$ cat src/rtl/port2_read_scheduler.sv
// Arbiter for shared read-only memory port 2: VGA has priority, audio is
// protected from starvation by a bounded-wait override. Read tags track latency.
module port2_read_scheduler #(
  parameter int ADDR_W     = 18,
  parameter int DATA_W     = 16,
  parameter int RD_LATENCY = 1,
  parameter int MAX_WAIT   = 8
) (
  input  logic              clk,
  input  logic              reset_n,
  input  logic              vga_req,
  input  logic [ADDR_W-1:0] vga_addr,
  output logic              vga_gnt,
  output logic              vga_rd_valid,
  output logic [DATA_W-1:0] vga_rd_data,
  input  logic              aud_req,
  input  logic [ADDR_W-1:0] aud_addr,
  output logic              aud_gnt,
  output logic              aud_rd_valid,
  output logic [DATA_W-1:0] aud_rd_data,
  output logic [ADDR_W-1:0] mem_addr,
  input  logic [DATA_W-1:0] mem_rd_data,
  output logic              aud_forced
);

  localparam logic [7:0] MAX_WAIT_C = 8'(MAX_WAIT);

  logic [7:0]            wait_cnt;
  logic [ADDR_W-1:0]     last_addr;
  logic                  force_aud;
  logic                  any_gnt;
  logic [RD_LATENCY-1:0] tag_valid;
  logic [RD_LATENCY-1:0] tag_src;

  // Grants are masked by reset_n so nothing is accepted while in reset.
  always_comb begin
    force_aud = reset_n && aud_req && (wait_cnt == MAX_WAIT_C);
    aud_gnt   = reset_n && aud_req && (!vga_req || force_aud);
    vga_gnt   = reset_n && vga_req && !aud_gnt;
    any_gnt   = vga_gnt || aud_gnt;
    if (aud_gnt)
      mem_addr = aud_addr;
    else if (vga_gnt)
      mem_addr = vga_addr;
    else
      mem_addr = last_addr;
  end

  always_ff @(posedge clk or negedge reset_n) begin
    if (!reset_n) begin
      wait_cnt   <= '0;
      last_addr  <= '0;
      aud_forced <= 1'b0;
    end else begin
      if (aud_req && !aud_gnt) begin
        if (wait_cnt != MAX_WAIT_C)
          wait_cnt <= wait_cnt + 8'd1;
      end else begin
        wait_cnt <= '0;
      end
      if (any_gnt)
        last_addr <= mem_addr;
      aud_forced <= force_aud;
    end
  end

  // Tag shift register: stage RD_LATENCY-1 lines up with data on mem_rd_data.
  always_ff @(posedge clk or negedge reset_n) begin
    if (!reset_n) begin
      tag_valid <= '0;
      tag_src   <= '0;
    end else begin
      tag_valid[0] <= any_gnt;
      tag_src[0]   <= aud_gnt;
      for (int i = 1; i < RD_LATENCY; i++) begin
        tag_valid[i] <= tag_valid[i-1];
        tag_src[i]   <= tag_src[i-1];
      end
    end
  end

  assign vga_rd_valid = tag_valid[RD_LATENCY-1] && !tag_src[RD_LATENCY-1];
  assign aud_rd_valid = tag_valid[RD_LATENCY-1] &&  tag_src[RD_LATENCY-1];
  assign vga_rd_data  = mem_rd_data;
  assign aud_rd_data  = mem_rd_data;

endmodule

$ cat config.mk
export PLATFORM = sky130hd
export DESIGN_NAME = port2_read_scheduler
export DESIGN_NICKNAME = d
export VERILOG_FILES = /design/src/rtl/port2_read_scheduler.sv
export SDC_FILE = /design/constraint.sdc
export NUM_CORES = 1
export LEC_CHECK = 0
export BUFFER_PORTS_ARGS = -buffer_cell sky130_fd_sc_hd__buf_2
export CAP_MARGIN = 20
export CORE_ASPECT_RATIO = 1.2
export CORE_MARGIN = 2
export CORE_UTILIZATION = 47
export DETAILED_ROUTE_END_ITERATION = 16
export PLACE_DENSITY_LB_ADDON = 0.3
export SYNTH_ARGS = -nofsm -noshare
export SYNTH_HDL_FRONTEND = slang
export SYNTH_SLANG_ARGS = --single-unit
$ cat constraint.sdc
create_clock -name clk -period 6.6 [get_ports clk]
set_clock_uncertainty 0.1 [all_clocks]
set_input_delay 1.32 -clock clk [delete_from_list [all_inputs] [get_ports clk]]
set_output_delay 1.32 -clock clk [all_outputs]
set_load 0.02 [all_outputs]
==> out/summary.txt <==
number of hold buffers added after CTS: 0
Hold WC Path Type: flop to flop
antenna violations before repair: 0
met1 layer usage reported by global route: 0.186
Worst Path Required: 5180 ps
PortBufs: 62
RSZ-0062 raised after global routing: no
GPL Wtd Cong: 0.738
Power Dens Cells: 229 nW/um^2
layout cell share with drive strength beyond 1: 0.519
worst-path cell chain: buf_2, buf_4, nand2_1, a31oi_2, buf_4, a221o_2, buf_2
Max Cap Viol: 0
largest net degree at the start of global routing: 41
slowest stage delay, CP: 580 ps
PostCTS Resize Cnt: 0
DIE WIDTH: 62.0 um
library cells used by synthesis: 31
Layout Area Growth over Synthesis: 10.3%
placed cells: 252
DR pass1 iterations: 4
final worst path period share: 0.705
met3 usage: 0.0616
post-DP HPWL: 3.08 mm
Die ar.: 4560 um^2
Max Transition Viols Final: 0
met2 Use GR: 0.337
static leakage: 0.981 nW
DRT antenna net count: 0
post-CTS setup buffer count: 0
final setup violation count: 0
Post-Layout Cell Count: 260
Max VDD drop: 0.000145 V
worst skew pair latency: 280 ps
total vias in the final route: 1503
final antenna diode count: 0
final hold vios: 0
root buffer cell: clkbuf_8
Mapped Area: 1890 um^2
max frequency: 0.215 GHz
Slew headroom: 0.324
register area share after synthesis: 0.383
status: complete, no violations
Total Nets Final: 263
first-pass GRT wire length: 6.24 mm
cells after synthesis: 175
Worst Setup Start Kind: primary input
GRT Util Overall: 0.187
DIE HEIGHT: 73.5 um
IO Pins: 111
Syn Nets: 233
worst-margin pin slew: 1010 ps
Iteration-0 DRC Markers: 43
Longest Clk Path Bufs: 2
row count: 25
post-synthesis average cell area: 10.8 um^2
WL final: 4.06 mm
GR peak layer: met2
drt wl/cell: 15.6 um
CTS clock-pin slew for the worst setup and hold paths: 60 ps
CP max-delay cell: a31oi_2
setup_tns: 0 ps
fin crit period: 4650 ps
CP Capture Type: primary output
Core Area: 3910 um^2
grt total ovfl: 0
H-tree Lvls: 2
TritonCTS clock tree: yes
initial core utilization: 0.484
drt drc: 0
Num CTS Buffers: 5
Crit Path Max Fanout: 40
WP data arrival: 3230 ps
Syn. warnings: 0
synthesized flop and latch total: 29
Clock Sinks: 29
WS Path Type: primary input to primary output
vias in the first global route: 1478
via/cell ratio: 5.78
[through the flow]
step	power, mW	hold WS, ps	utilization	setup slack (ps)	cell area (um^2)
floorplan	0.311	444	-	2440	1890
global placement	0.319	461	0.508	2040	1990
detailed placement	0.324	465	0.508	1940	1990
CTS	0.485	479	0.534	1950	2090
global route	0.505	512	0.534	1740	2090
finish	0.477	478	0.534	1950	2090
[worst max-delay path, delay by kind of cell]
| family | cells | cell delay, ps |
|---|---|---|
| AOI/OAI and AO/OA | 2 | 780 |
| buffers and inverters | 4 | 1010 |
| and+or+nand+nor | 1 | 110 |
[cells in the mapped netlist]
master / count / area [um^2]
buf_4: 32 / 240
dfrtp_1: 29 / 726
a221o_2: 27 / 304
and2_1: 19 / 119
a221o_1: 9 / 90.1
a221oi_1: 5 / 43.8
buf_6: 5 / 56.3
clkbuf_1: 5 / 18.8
inv_1: 5 / 18.8
nand3_1: 5 / 25.0
nand2_1: 4 / 15.0
o21ai_0: 4 / 20.0
or3_1: 3 / 18.8
a211oi_1: 2 / 15.0
ha_1: 2 / 25.0
nor3_1: 2 / 10.0
o21ai_1: 2 / 10.0
xor2_1: 2 / 17.5
a2111oi_0: 1 / 8.76
a211o_2: 1 / 10.0
a21oi_1: 1 / 5.00
a31oi_1: 1 / 6.26
buf_2: 1 / 5.00
nand3b_1: 1 / 7.51
nand4_1: 1 / 6.26
nor2b_1: 1 / 6.26
nor3b_1: 1 / 7.51
nor4b_2: 1 / 15.0
o31ai_4: 1 / 21.3
or3b_2: 1 / 8.76
or4b_4: 1 / 13.8
[routing by layer]
layer  vias to the layer above  wire, um  share of wire
met5                         -         0              0
met2                        65      2100           0.52
li1                        710         -              -
met1                       712      1600           0.39
met3                        16       273          0.067
met4                         0        93          0.023
[sequential cells by signal, indices dropped and copies added, names as in the netlist]
register and flops:
tag_valid 1, tag_src 1, last_addr 18, aud_forced 1, wait_cnt 8
[cell families after synthesis]
logic type,count (synthesis),share of synthesized area
compound gates,54,0.282
fa+ha+maj,2,0.0132
simple gates,40,0.133
xor+xnor,2,0.00925
buf+inv,48,0.179
flops,29,0.383
[power breakdown]
part | switching, mW | internal [mW] | leakage, nW | total (mW)
Sequential | 0.00456 | 0.194 | 0.372 | 0.198
Combinational | 0.0659 | 0.0554 | 0.555 | 0.121
Clock | 0.0640 | 0.0940 | 0.0542 | 0.158
Total | 0.134 | 0.343 | 0.981 | 0.477
[layout make-up]
class | count | area [um^2]
tap | 54 | 67.6
timing repair buffer | 66 | 340
multi-input combinational | 98 | 836
sequential | 29 | 726
clock buffer | 7 | 96.3
inverter | 5 | 18.8
clock inverter | 1 | 5.00
fill | 361 | 1820
[final timing paths]
| path | startpoint | to | slack (ps) | cells past startpoint |
|---|---|---|---|---|
| worst max-delay path | reset_n | mem_addr[10] | 1950 | 7 |
| worst min-delay path | last_addr[15]$_DFFE_PN0P_ | last_addr[15]$_DFFE_PN0P_ | 480 | 2 |
| worst max register to register | wait_cnt[0]$_DFFE_PN0P_ | last_addr[4]$_DFFE_PN0P_ | 3910 | 6 |
| worst min register to register | last_addr[15]$_DFFE_PN0P_ | last_addr[15]$_DFFE_PN0P_ | 480 | 2 |
| max in group asynchronous | reset_n | wait_cnt[0]$_DFFE_PN0P_ | 5100 | 2 |
| min in group asynchronous | reset_n | last_addr[0]$_DFFE_PN0P_ | 990 | 2 |
[cell usage in the layout, fill, tap and decap left out, types with 3 or more instances in the layout]
cell	netlist	routed
nand2_1	4	4
inv_1	5	5
and2_1	19	19
buf_2	1	62
a221o_2	27	27
dfrtp_1	29	29
or3_1	3	3
a221oi_1	5	5
o21ai_0	4	4
buf_4	32	4
nand3_1	5	5
clkbuf_8	0	7
a221o_1	9	9
Note: power is estimated with default switching activity, not from simulation.
